`src/rtl/mem_addr_pkg.sv`:
```
// Shared constants, types and helpers for the memory/address unit.
package mem_addr_pkg;

    // Default high-byte values that steer an address to stack memory or IO.
    localparam logic [7:0] DEFAULT_STACK_PAGE = 8'hff;
    localparam logic [7:0] DEFAULT_IO_PAGE    = 8'hfe;

    // Width of the MAR select field; a single MAR still gets a one-bit select.
    function automatic int mar_idx_w(input int count);
        return (count <= 1) ? 1 : $clog2(count);
    endfunction

    // Which source currently owns the data bus, in descending priority.
    typedef enum logic [1:0] {
        BUS_SRC_NONE,
        BUS_SRC_RAM,
        BUS_SRC_PC,
        BUS_SRC_IMM
    } bus_src_e;

endpackage

```
`src/rtl/mem_addr_gen_if.sv`:
```
// Data bus plus RAM/IO side signals of the memory/address unit.
interface mem_addr_gen_if
    import mem_addr_pkg::*;
#(
    parameter int DATA_W = 8,
    parameter int ADDR_W = 16
);

    logic [DATA_W-1:0] i_bus;
    logic [DATA_W-1:0] o_bus;
    logic              o_busNOE;
    logic              i_ctrlRamNOE;
    logic              i_ctrlRamNWE;
    logic [ADDR_W:0]   o_ramAddress;
    logic [DATA_W-1:0] i_ramData;
    logic [DATA_W-1:0] i_ram2Data;
    logic [DATA_W-1:0] o_ram2Data;
    logic [DATA_W-1:0] o_ramData;
    logic              o_ramWE;
    logic              o_ramCE;
    logic              o_ioSelect;
    logic [DATA_W-1:0] o_ioAddress;
    logic              o_ioNOE;
    logic              o_ioNWE;

    // The address unit generates addresses and strobes, so it is the master.
    modport master (
        input  i_bus, i_ctrlRamNOE, i_ctrlRamNWE, i_ramData, i_ram2Data,
        output o_bus, o_busNOE, o_ramAddress, o_ram2Data, o_ramData,
               o_ramWE, o_ramCE, o_ioSelect, o_ioAddress, o_ioNOE, o_ioNWE
    );

    // Memory, IO and bus environment seen from the other side.
    modport slave (
        output i_bus, i_ctrlRamNOE, i_ctrlRamNWE, i_ramData, i_ram2Data,
        input  o_bus, o_busNOE, o_ramAddress, o_ram2Data, o_ramData,
               o_ramWE, o_ramCE, o_ioSelect, o_ioAddress, o_ioNOE, o_ioNWE
    );

endinterface

```
`src/rtl/mem_sp_unit.sv`:
```
// Stack pointer with wrap-around stepping and a sticky over/underflow flag.
module mem_sp_unit
    import mem_addr_pkg::*;
#(
    parameter int DATA_W = 8
) (
    input  logic              clk,
    input  logic              rst,
    input  logic              step_n,
    input  logic              up,
    input  logic              halt,
    input  logic              fault_clr,
    output logic [DATA_W-1:0] sp,
    output logic              fault
);

    logic step;
    logic fault_set;

    assign step      = ~step_n & ~halt;
    assign fault_set = step & (up ? (sp == '1) : (sp == '0));

    // Step the pointer; a new fault outranks a clear issued in the same cycle.
    always_ff @(posedge clk) begin
        if (rst) begin
            sp    <= '0;
            fault <= 1'b0;
        end else begin
            if (step) begin
                sp <= up ? sp + DATA_W'(1) : sp - DATA_W'(1);
            end
            fault <= fault_set | (fault & ~fault_clr);
        end
    end

endmodule

```
`src/rtl/mem_addr_gen.sv`:
```
// CPU memory/address unit: PC, SP, MAR bank, instruction register and bus drive.
module mem_addr_gen
    import mem_addr_pkg::*;
#(
    parameter int              DATA_W     = 8,
    parameter int              ADDR_W     = 16,
    parameter int              MAR_COUNT  = 2,
    parameter logic [DATA_W-1:0] STACK_PAGE = DATA_W'(DEFAULT_STACK_PAGE),
    parameter logic [DATA_W-1:0] IO_PAGE    = DATA_W'(DEFAULT_IO_PAGE)
) (
    input  logic                           i_clk,
    input  logic                           i_reset,
    mem_addr_gen_if.master                 bus,
    input  logic [DATA_W+ADDR_W-1:0]       i_romData,
    output logic [ADDR_W-2:0]              o_romAddress,
    output logic [DATA_W-1:0]              o_instrCode,
    input  logic                           i_ctrlInstrNWE,
    input  logic                           i_ctrlInstrNOE,
    input  logic                           i_ctrlPCLoadN,
    input  logic                           i_ctrlPCNEn,
    input  logic                           i_ctrlPCFromImm,
    input  logic                           i_ctrlMemPCToRamN,
    input  logic                           i_ctrlSpNEn,
    input  logic                           i_ctrlSpUp,
    input  logic                           i_spFaultClr,
    input  logic [mar_idx_w(MAR_COUNT)-1:0] i_ctrlMarSel,
    input  logic                           i_ctrlMar0NWE,
    input  logic                           i_ctrlMar1NWE,
    input  logic                           i_ctrlMarInc,
    input  logic                           i_ctrlMemInstrImmToRamAddr,
    output logic                           o_spFault,
    input  logic                           i_halt,
    input  logic [ADDR_W-1:0]              i_breakpointAddress,
    input  logic                           i_breakpointEnableN,
    output logic                           o_breakpointHitN,
    output logic [ADDR_W-1:0]              o_dbgPc
);

    // ADDR_W is expected to be exactly 2*DATA_W: every address is a {page, offset} byte pair.
    localparam int MAR_W = mar_idx_w(MAR_COUNT);

    logic [ADDR_W-1:0] pc;
    logic [DATA_W-1:0] opcode;
    logic [ADDR_W-1:0] imm;
    logic [ADDR_W-1:0] mar [MAR_COUNT];
    logic [DATA_W-1:0] sp;
    logic [ADDR_W-1:0] mar_cur;
    logic [ADDR_W-1:0] base;
    logic [DATA_W-1:0] page;
    logic              stack_hit;
    bus_src_e          bus_src;

    // Instruction register captures the whole ROM word {opcode, immediate}.
    always_ff @(posedge i_clk) begin
        if (i_reset) begin
            opcode <= '0;
            imm    <= '0;
        end else if (!i_ctrlInstrNWE) begin
            {opcode, imm} <= i_romData;
        end
    end

    // Program counter: a load ignores halt, an increment is held off by it.
    always_ff @(posedge i_clk) begin
        if (i_reset) begin
            pc <= '0;
        end else if (!i_ctrlPCLoadN) begin
            pc <= i_ctrlPCFromImm ? imm : {bus.i_ram2Data, bus.i_bus};
        end else if (!i_ctrlPCNEn && !i_halt) begin
            pc <= pc + ADDR_W'(1);
        end
    end

    // MAR bank: byte writes to the selected MAR suppress its post-increment.
    always_ff @(posedge i_clk) begin
        if (i_reset) begin
            for (int k = 0; k < MAR_COUNT; k++) begin
                mar[k] <= '0;
            end
        end else begin
            for (int k = 0; k < MAR_COUNT; k++) begin
                if (i_ctrlMarSel == MAR_W'(k)) begin
                    if (!i_ctrlMar0NWE || !i_ctrlMar1NWE) begin
                        if (!i_ctrlMar0NWE) begin
                            mar[k][DATA_W-1:0] <= bus.i_bus;
                        end
                        if (!i_ctrlMar1NWE) begin
                            mar[k][ADDR_W-1:DATA_W] <= bus.i_bus;
                        end
                    end else if (i_ctrlMarInc) begin
                        mar[k] <= mar[k] + ADDR_W'(1);
                    end
                end
            end
        end
    end

    mem_sp_unit #(
        .DATA_W (DATA_W)
    ) u_sp (
        .clk       (i_clk),
        .rst       (i_reset),
        .step_n    (i_ctrlSpNEn),
        .up        (i_ctrlSpUp),
        .halt      (i_halt),
        .fault_clr (i_spFaultClr),
        .sp        (sp),
        .fault     (o_spFault)
    );

    // Selected MAR; a select beyond the populated MARs reads as zero.
    always_comb begin
        mar_cur = '0;
        for (int k = 0; k < MAR_COUNT; k++) begin
            if (i_ctrlMarSel == MAR_W'(k)) begin
                mar_cur = mar[k];
            end
        end
    end

    assign base      = i_ctrlMemInstrImmToRamAddr ? imm : mar_cur;
    assign page      = base[ADDR_W-1:DATA_W];
    assign stack_hit = (page == STACK_PAGE);

    assign bus.o_ramAddress = stack_hit ? {1'b1, sp, base[DATA_W-1:0]} : {1'b0, base};
    assign bus.o_ioSelect   = (page == IO_PAGE);
    assign bus.o_ioAddress  = bus.o_ramAddress[DATA_W-1:0];
    assign bus.o_ramCE      = ~bus.o_ioSelect;
    assign bus.o_ramWE      = ~bus.i_ctrlRamNWE;
    assign bus.o_ioNOE      = bus.i_ctrlRamNOE;
    assign bus.o_ioNWE      = bus.i_ctrlRamNWE;
    assign bus.o_ramData    = bus.i_bus;
    assign bus.o_ram2Data   = pc[ADDR_W-1:DATA_W];

    // Pick the bus owner: RAM read, then PC low byte, then immediate low byte.
    always_comb begin
        bus_src = BUS_SRC_NONE;
        if (!bus.i_ctrlRamNOE && bus.o_ramCE) begin
            bus_src = BUS_SRC_RAM;
        end else if (!i_ctrlMemPCToRamN) begin
            bus_src = BUS_SRC_PC;
        end else if (!i_ctrlInstrNOE) begin
            bus_src = BUS_SRC_IMM;
        end
    end

    // Drive the chosen byte; an idle bus reads as zero with the enable released.
    always_comb begin
        bus.o_bus    = '0;
        bus.o_busNOE = 1'b1;
        unique case (bus_src)
            BUS_SRC_RAM: begin
                bus.o_bus    = bus.i_ramData;
                bus.o_busNOE = 1'b0;
            end
            BUS_SRC_PC: begin
                bus.o_bus    = pc[DATA_W-1:0];
                bus.o_busNOE = 1'b0;
            end
            BUS_SRC_IMM: begin
                bus.o_bus    = imm[DATA_W-1:0];
                bus.o_busNOE = 1'b0;
            end
            default: begin
                bus.o_bus    = '0;
                bus.o_busNOE = 1'b1;
            end
        endcase
    end

    assign o_romAddress     = pc[ADDR_W-2:0];
    assign o_dbgPc          = pc;
    assign o_instrCode      = opcode;
    assign o_breakpointHitN = ~(~i_breakpointEnableN & (pc == i_breakpointAddress));

endmodule
```
`src/flat_wrapper.sv`:
```
// flat-port wrapper written by rule: the top's interface ports become plain ports
module mem_addr_gen_flat import mem_addr_pkg::*;
#(
    parameter int              DATA_W     = 8,
    parameter int              ADDR_W     = 16,
    parameter int              MAR_COUNT  = 2,
    parameter logic [DATA_W-1:0] STACK_PAGE = DATA_W'(DEFAULT_STACK_PAGE),
    parameter logic [DATA_W-1:0] IO_PAGE    = DATA_W'(DEFAULT_IO_PAGE)
)
  (i_clk, i_reset, i_romData, o_romAddress, o_instrCode, i_ctrlInstrNWE, i_ctrlInstrNOE, i_ctrlPCLoadN, i_ctrlPCNEn, i_ctrlPCFromImm, i_ctrlMemPCToRamN, i_ctrlSpNEn, i_ctrlSpUp, i_spFaultClr, i_ctrlMarSel, i_ctrlMar0NWE, i_ctrlMar1NWE, i_ctrlMarInc, i_ctrlMemInstrImmToRamAddr, o_spFault, i_halt, i_breakpointAddress, i_breakpointEnableN, o_breakpointHitN, o_dbgPc, bus_i_bus, bus_i_ctrlRamNOE, bus_i_ctrlRamNWE, bus_i_ramData, bus_i_ram2Data, bus_o_bus, bus_o_busNOE, bus_o_ramAddress, bus_o_ram2Data, bus_o_ramData, bus_o_ramWE, bus_o_ramCE, bus_o_ioSelect, bus_o_ioAddress, bus_o_ioNOE, bus_o_ioNWE);
  mem_addr_gen_if #(.DATA_W(DATA_W), .ADDR_W(ADDR_W)) bus_i ();
  input  logic i_clk;
  input  logic i_reset;
  input  logic [DATA_W+ADDR_W-1:0] i_romData;
  output logic [ADDR_W-2:0] o_romAddress;
  output logic [DATA_W-1:0] o_instrCode;
  input  logic i_ctrlInstrNWE;
  input  logic i_ctrlInstrNOE;
  input  logic i_ctrlPCLoadN;
  input  logic i_ctrlPCNEn;
  input  logic i_ctrlPCFromImm;
  input  logic i_ctrlMemPCToRamN;
  input  logic i_ctrlSpNEn;
  input  logic i_ctrlSpUp;
  input  logic i_spFaultClr;
  input  logic [mar_idx_w(MAR_COUNT)-1:0] i_ctrlMarSel;
  input  logic i_ctrlMar0NWE;
  input  logic i_ctrlMar1NWE;
  input  logic i_ctrlMarInc;
  input  logic i_ctrlMemInstrImmToRamAddr;
  output logic o_spFault;
  input  logic i_halt;
  input  logic [ADDR_W-1:0] i_breakpointAddress;
  input  logic i_breakpointEnableN;
  output logic o_breakpointHitN;
  output logic [ADDR_W-1:0] o_dbgPc;
  input wire logic [$bits(bus_i.i_bus)-1:0] bus_i_bus;
  input wire logic [$bits(bus_i.i_ctrlRamNOE)-1:0] bus_i_ctrlRamNOE;
  input wire logic [$bits(bus_i.i_ctrlRamNWE)-1:0] bus_i_ctrlRamNWE;
  input wire logic [$bits(bus_i.i_ramData)-1:0] bus_i_ramData;
  input wire logic [$bits(bus_i.i_ram2Data)-1:0] bus_i_ram2Data;
  output wire logic [$bits(bus_i.o_bus)-1:0] bus_o_bus;
  output wire logic [$bits(bus_i.o_busNOE)-1:0] bus_o_busNOE;
  output wire logic [$bits(bus_i.o_ramAddress)-1:0] bus_o_ramAddress;
  output wire logic [$bits(bus_i.o_ram2Data)-1:0] bus_o_ram2Data;
  output wire logic [$bits(bus_i.o_ramData)-1:0] bus_o_ramData;
  output wire logic [$bits(bus_i.o_ramWE)-1:0] bus_o_ramWE;
  output wire logic [$bits(bus_i.o_ramCE)-1:0] bus_o_ramCE;
  output wire logic [$bits(bus_i.o_ioSelect)-1:0] bus_o_ioSelect;
  output wire logic [$bits(bus_i.o_ioAddress)-1:0] bus_o_ioAddress;
  output wire logic [$bits(bus_i.o_ioNOE)-1:0] bus_o_ioNOE;
  output wire logic [$bits(bus_i.o_ioNWE)-1:0] bus_o_ioNWE;
  assign bus_i.i_bus = bus_i_bus;
  assign bus_i.i_ctrlRamNOE = bus_i_ctrlRamNOE;
  assign bus_i.i_ctrlRamNWE = bus_i_ctrlRamNWE;
  assign bus_i.i_ramData = bus_i_ramData;
  assign bus_i.i_ram2Data = bus_i_ram2Data;
  assign bus_o_bus = bus_i.o_bus;
  assign bus_o_busNOE = bus_i.o_busNOE;
  assign bus_o_ramAddress = bus_i.o_ramAddress;
  assign bus_o_ram2Data = bus_i.o_ram2Data;
  assign bus_o_ramData = bus_i.o_ramData;
  assign bus_o_ramWE = bus_i.o_ramWE;
  assign bus_o_ramCE = bus_i.o_ramCE;
  assign bus_o_ioSelect = bus_i.o_ioSelect;
  assign bus_o_ioAddress = bus_i.o_ioAddress;
  assign bus_o_ioNOE = bus_i.o_ioNOE;
  assign bus_o_ioNWE = bus_i.o_ioNWE;
  mem_addr_gen #(.DATA_W(DATA_W), .ADDR_W(ADDR_W), .MAR_COUNT(MAR_COUNT), .STACK_PAGE(STACK_PAGE), .IO_PAGE(IO_PAGE)) u_core (.i_clk(i_clk), .i_reset(i_reset), .bus(bus_i), .i_romData(i_romData), .o_romAddress(o_romAddress), .o_instrCode(o_instrCode), .i_ctrlInstrNWE(i_ctrlInstrNWE), .i_ctrlInstrNOE(i_ctrlInstrNOE), .i_ctrlPCLoadN(i_ctrlPCLoadN), .i_ctrlPCNEn(i_ctrlPCNEn), .i_ctrlPCFromImm(i_ctrlPCFromImm), .i_ctrlMemPCToRamN(i_ctrlMemPCToRamN), .i_ctrlSpNEn(i_ctrlSpNEn), .i_ctrlSpUp(i_ctrlSpUp), .i_spFaultClr(i_spFaultClr), .i_ctrlMarSel(i_ctrlMarSel), .i_ctrlMar0NWE(i_ctrlMar0NWE), .i_ctrlMar1NWE(i_ctrlMar1NWE), .i_ctrlMarInc(i_ctrlMarInc), .i_ctrlMemInstrImmToRamAddr(i_ctrlMemInstrImmToRamAddr), .o_spFault(o_spFault), .i_halt(i_halt), .i_breakpointAddress(i_breakpointAddress), .i_breakpointEnableN(i_breakpointEnableN), .o_breakpointHitN(o_breakpointHitN), .o_dbgPc(o_dbgPc));
endmodule
```
`config.mk`:
```
export PLATFORM = sky130hd
export DESIGN_NAME = mem_addr_gen_flat
export DESIGN_NICKNAME = d
export VERILOG_FILES = /design/src/rtl/mem_addr_pkg.sv /design/src/rtl/mem_addr_gen_if.sv /design/src/rtl/mem_sp_unit.sv /design/src/rtl/mem_addr_gen.sv /design/src/flat_wrapper.sv
export SDC_FILE = /design/constraint.sdc
export NUM_CORES = 1
export LEC_CHECK = 0
export CORE_ASPECT_RATIO = 1.5
export CORE_MARGIN = 2
export CORE_UTILIZATION = 35
export DETAILED_ROUTE_END_ITERATION = 6
export GPL_TIMING_DRIVEN = 0
export HOLD_SLACK_MARGIN = 0.06
export PLACE_DENSITY = 0.66
export SLEW_MARGIN = 20
export SYNTH_ARGS = -nofsm -noshare
export SYNTH_HDL_FRONTEND = slang
export SYNTH_HIERARCHICAL = 1
export SYNTH_SLANG_ARGS = --single-unit
```
`constraint.sdc`:
```
create_clock -name i_clk -period 2.45 [get_ports i_clk]
set_input_delay 0.49 -clock i_clk [delete_from_list [all_inputs] [get_ports i_clk]]
set_output_delay 0.49 -clock i_clk [all_outputs]
set_load 0.03 [all_outputs]
```
* Word level (Yosys, flattened, before mapping)
Memory sizes are Yosys's and may differ from the RTL's.
Cells that the tools add are included.
** Cells by class
- Add/subtract/negate cells :: 5
- Eq/ne operators :: 8
- Mux-type cells :: 47
- Bitwise operators :: 20
- Reductions and logical operators :: 10
** Operator list (count)
- 2-to-1 mux 16 bit :: 5
- 2-to-1 mux 8 bit :: 9
- adder 16 x 1 -> 16 bit, second input constant :: 3
- 2-to-1 mux 1 bit :: 28
- equality test 8 bit, second input constant :: 3
- case mux 8 bit (3 select lines) :: 1
- 2-to-1 mux 17 bit :: 1
- equality test 16 bit :: 1
- bitwise OR 1 bit :: 9
- adder 8 x 1 -> 8 bit, second input constant :: 1
- zero test 8 bit :: 1
- subtractor 8 x 1 -> 8 bit, second input constant :: 1
- inverter 1 bit :: 7
- 2-to-1 mux 2 bit :: 3
- zero test 1 bit :: 5
- bitwise AND 1 bit :: 4
- equality test 2 bit, second input constant :: 2
- OR reduction 3 bit :: 1
- equality test 2 x 1 -> 1 bit, second input constant :: 1
- logical AND 1 bit :: 2
- inequality test 2 x 1 -> 1 bit, second input constant :: 1
- logical OR 1 bit :: 1
** Storage, ports and cells
- Register bits :: 49
- Bits in writable memories :: 32
- Input bits :: 84
- Output and inout bits :: 96
- Memories kept :: 1
** Memories
- u_core.mar :: depth 2, bits a word 16, rd ports 2, clocked after memory_dff 0, write ports 2, line mem_addr_gen.sv:45 : logic [ADDR_W-1:0] mar [MAR_COUNT];

* Logic depth before layout (Yosys ltp)
Gate-level depths: netlist of the first run.
An unclocked memory read counts as a cell.
- Depth in word-level cells :: 10
- Gate-level depth with buffers :: 7

* Cells and area by module
The synthesis of the first run kept the hierarchy.
** Modules (own cells, without submodules)
- mem_addr_gen :: instances 1, cells an instance 551, area an instance 4904.7 µm², sequential area each 1761.7 µm²
- mem_sp_unit :: instances 1, cells an instance 83, area an instance 675.6 µm², sequential area each 180.2 µm²

* Worst setup path before layout of the first run
OpenSTA, ideal clock, no wires.
- Kind :: in2out
- Start :: input i_ctrlMarSel
- End :: output bus_o_ramAddress[0]
- Arrival time :: 2.201 ns
- Data required time :: 1.960 ns
- Slack :: -0.241 ns
- Stages :: 5
- Cell sequence :: buf_6 > clkbuf_1 > mux2i_1 > o21ai_0 > buf_4
** Between the ends
- Word-level cells in the longest chain between the ends :: 3
** RTL lines
- start, declared :: line flat_wrapper.sv:26 : input logic [mar_idx_w(MAR_COUNT)-1:0] i_ctrlMarSel;
- 2-to-1 mux 16 bit :: line mem_addr_gen.sv:115 : if (i_ctrlMarSel == MAR_W'(k)) begin
- 2-to-1 mux 16 bit :: line mem_addr_gen.sv:121 : assign base = i_ctrlMemInstrImmToRamAddr ? imm : mar_cur;
- 2-to-1 mux 17 bit :: line mem_addr_gen.sv:125 : assign bus.o_ramAddress = stack_hit ? {1'b1, sp, base[DATA_W-1:0]} : {1'b0, base};
- end, declared :: line flat_wrapper.sv:44 : output wire logic [$bits(bus_i.o_ramAddress)-1:0] bus_o_ramAddress;
Every way passes these cells.

==> summary.txt, run 1 <==
Power
  – NetSw: 1330 uW
  – Worst-case vdd ir drop: 262 uV
  – Switching share of total power: 30.6%
  – Seq pwr share: 37.6%
  – PD cells: 515 mW/mm2
  – Internal: 3010 uW
  – Clock power frac: 32.3%
  – Combinational share of power: 30.0%
  – P_leak: 0.00334 uW

Setup path
  – R2R depth: 6
  – WS Path Type: reg2out
  – R2r setup slk: 0.47 ns
  – Most used cell along the critical path: buf_12
  – Worst setup EP type: output port
  – Crit. Startpoint: u_core/mar[1][15]$_DFFE_PP_
  – CP peak stage delay: 0.43 ns
  – Slowest-stage cell, CP: edfxtp_1
  – WP data required: 1.96 ns
  – Top delay family on crit path: multiplexers
  – RR Startpoint: u_core/mar[1][2]$_DFFE_PP_
  – Crit path launch type: flop
  – Critical-path cell list: mux2_2, mux2i_4, nor3_4, a31oi_4, buf_12, buf_12, mux2_4, buf_6
  – Worst path bufs/invs: 3
  – CP Max Fanout: 5
  – Critical Path AT: 2.31 ns
  – Reg2reg end: u_core/mar[1][14]$_DFFE_PP_

Hold path
  – Hold Path Sink: u_core/o_instrCode[1]$_SDFFE_PP0N_
  – Min-Delay Path Class: reg2reg
  – WHS Path Cells: 2
  – Hold_sp: u_core/o_instrCode[1]$_SDFFE_PP0N_

Run status
  – Failing checks: setup timing
  – Status: finished with violations

Clock tree
  – Depth of the CTS H-tree: 3
  – Insertion delay to the later sink of the worst-skew pair: 0.34 ns
  – Post-cts hold buffer count: 0
  – Clock Path Buffers: 2
  – CTS root buf: clkbuf_16
  – CTS Sinks: 81
  – Total CTS buffers: 9
  – Worst-path clk slew: 0.06 ns
  – TritonCTS clock tree: yes

STA
  – Final Slew Violations: 0
  – Final TNS setup: -3.32 ns
  – Period utilisation layout: 114%
  – Fin Clk Skew: 0.00528 ns
  – Slew Limit Headroom: 48.2%
  – Slew @ Worst Pin: 0.776 ns
  – Setup violations, final: 17
  – Final min period: 2.80 ns
  – Setup ws final: -0.351 ns
  – Fin. Hold Viols: 0
  – Max Clk Rate: 357 MHz
  – Unrepaired setup endpoints after global routing: true

Layout
  – Area growth, synth to finish: 50.7%
  – Storage cell area: 0.00197 mm2
  – Layout cell share with drive strength beyond 1: 22.3%
  – Commonest non-fill, non-tap cells in the layout: 117 x clkdlybuf4s50_1, 82 x buf_4, 52 x nand2_1, 47 x nor2_1, 39 x dfxtp_1
  – Most common library cell in the layout ignoring fill and taps: clkdlybuf4s50_1
  – Net count, final: 947
  – # fillers: 1443
  – N_diodes: 0
  – Multi-input gate area: 0.00329 mm2

Logic synthesis
  – XOR/XNOR Fraction of Synth Area: 9.26%
  – Mapped Area: 0.00558 mm2
  – Synthesized area per cell: 8.80 um2
  – Mux share of post-synthesis cell area: 11.1%
  – Async S/R FF share, synth: 0%
  – Largest family of logic cells by synthesized area: simple AND/OR/NAND/NOR gates
  – FF+latch count, synth: 81
  – Mapped Nets: 728
  – Post-synth EDFFs: 32
  – Synth Instances: 634
  – Compound-Gate Fraction of Synth Area: 14.8%
  – Post-synth top flop: dfxtp_1
  – Adder-Cell Fraction of Synth Area: 2.38%
  – Ys Warns: 6
  – Post-synthesis cell type count: 56
  – Part of the Yosys area used for sequential elements: 34.8%
  – Post-Synth Simple-Gate Area: 17.7%

Die
  – Die height: 159 um
  – Initial core utilization: 35.7%
  – Die area: 0.0170 mm2
  – Core area: 0.0156 mm2
  – Cell Rows: 56
  – I/O pin cnt: 180
  – Die Wd: 107 um

Global route
  – Overflow left after global routing: 0
  – Initial antenna violation count: 0
  – Pin count of the biggest net entering global routing: 14
  – Vias in the first global route: 5262
  – Global-route wire length before repair: 27900 um
  – All-Layer GR Usage: 21.4%

Routing
  – WL per Instance: 17.8 um
  – Routed Antenna Nets: 0
  – Iter 0 DRT Violations: 301
  – DRT Wirelength: 18900 um
  – Vias: 5464
  – Vias per std cell: 5.15
  – DRT Pass-1 Iters: 5
  – Detailed-route DRC error count: 0

Placed design
  – DP Worst Slack: -1.43 ns
  – GP Congestion: 0.856
  – HPWL after detailed placement: 14200 um
  – Number of port buffers: 174

Run
  – Max Cap Viol: 0
==> synthesized netlist by cell type (2+ instances only) <==
master | count | share of area (%)
and3b_1 | 2 | 0.31
and3_1 | 4 | 0.45
mux2i_1 | 42 | 7.5
nor3_2 | 3 | 0.54
o21bai_1 | 4 | 0.54
o21a_1 | 2 | 0.27
inv_1 | 27 | 1.8
dfxtp_1 | 49 | 18
nand3_1 | 20 | 1.8
nor2b_1 | 16 | 1.8
edfxtp_1 | 32 | 17
nor2_1 | 48 | 3.2
o22ai_1 | 10 | 1.1
a311oi_1 | 4 | 0.63
nor4_1 | 7 | 0.78
nand4_1 | 17 | 1.9
or3_1 | 2 | 0.22
o21ai_0 | 28 | 2.5
buf_2 | 3 | 0.27
nor3_1 | 10 | 0.90
a21oi_1 | 32 | 2.9
nand2b_1 | 2 | 0.22
nand2_1 | 53 | 3.6
and4_1 | 2 | 0.31
xor2_1 | 31 | 4.9
clkbuf_1 | 24 | 1.6
mux2_4 | 2 | 0.54
mux2_2 | 14 | 2.8
buf_4 | 42 | 5.7
or4_1 | 2 | 0.27
ha_1 | 9 | 2.0
nor4b_1 | 2 | 0.31
a211oi_1 | 36 | 4.8
xnor2_1 | 28 | 4.4
buf_1 | 3 | 0.20
a21o_1 | 2 | 0.27
==> kinds of logic (layout without fill, tap and decap cells) <==
group | after synthesis | count (layout)
AND/OR/NAND/NOR | 196 | 196
adder cells (fa/ha/maj) | 10 | 10
AO/OA/AOI/OAI | 128 | 128
XOR/XNOR | 59 | 59
flip-flops | 81 | 81
buffers and inverters | 101 | 325
multiplexers | 59 | 59
==> metrics by stage <==
| step | area, um2 | std cells | utilization [%] | power (uW) | hold slack [ns] |
|---|---|---|---|---|---|
| 6_report | 8410 | 1061 | 53.8 | 4340 | 0.492 |
| 5_1_grt | 8410 | 1061 | 53.8 | 4530 | 0.527 |
| 4_1_cts | 8270 | 1051 | 53.0 | 4330 | 0.486 |
| 3_5_place_dp | 7580 | 1011 | 48.5 | 2850 | 0.475 |
| 3_3_place_gp | 7580 | 1011 | 48.5 | 2840 | 0.467 |
| 2_1_floorplan | 5580 | 634 | - | 2340 | 0.474 |
==> worst reg2reg max path, cell delays in order (launching register included) <==
cell,delay [ns]
edfxtp_1,0.32
clkbuf_1,0.25
nand4_1,0.24
nor4_1,0.46
nand3_1,0.15
xor2_1,0.16
a211oi_1,0.24
==> area by class of cell <==
cell class                 instances  share of cell area, %
buffer                            72                   5.46
clock buffer                      14                   3.27
clock inverter                     2                  0.417
inverter                          27                   1.20
multi-input combinational        452                   39.1
sequential                        81                   23.4
tap                              203                   3.02
timing repair buffer             210                   24.2
==> worst max-delay path by stage <==
| stage | end | slack [ns] | cells past startpoint |
|---|---|---|---|
| after floorplan | bus_o_ramAddress[10] | -0.12 | 7 |
| after global placement | bus_o_bus[6] | -1.44 | 8 |
| after detailed placement | bus_o_bus[6] | -1.43 | 8 |
| after CTS | bus_o_bus[4] | -0.35 | 8 |
| after global routing | bus_o_bus[0] | -0.40 | 8 |
| final | bus_o_bus[6] | -0.35 | 8 |
==> state kept, by name, summed over array words and instances (netlist names) <==
name,cells
u_core/u_sp/sp,8
u_core/mar,32
u_core/imm,16
u_core/o_dbgPc,16
u_core/u_sp/fault,1
u_core/o_instrCode,8
==> power by group through the flow <==
| stage | Sequential (uW) | Clock (uW) | Combinational [uW] |
|---|---|---|---|
| floorplan | 1680 | 0 | 661 |
| global placement | 1670 | 0 | 1170 |
| detailed placement | 1670 | 0 | 1180 |
| CTS | 1630 | 1440 | 1270 |
| global route | 1640 | 1500 | 1390 |
| finish | 1630 | 1400 | 1300 |
==> what timing repair did <==
action	in CTS	in global routing
buffers inserted	25	12
endpoints found under the setup margin	79	43
pin swaps	12	8
resized for setup	246	26
endpoints found under the hold margin	0	0
cloned	2	0
==> routing by layer <==
layer	global-route usage [%]	share of wire [%]
met2	39.3	54
met4	10.6	4.0
met3	3.64	5.8
met1	23.4	37
met5	0	0
Note: power is estimated with default switching activity, not from simulation.
==> inputs of run 2 (changes only) <==
- SLEW_MARGIN: 20 -> 15
==> results of run 2 <==
No change in the layout: final DEF, timing and power equal those of run 1.
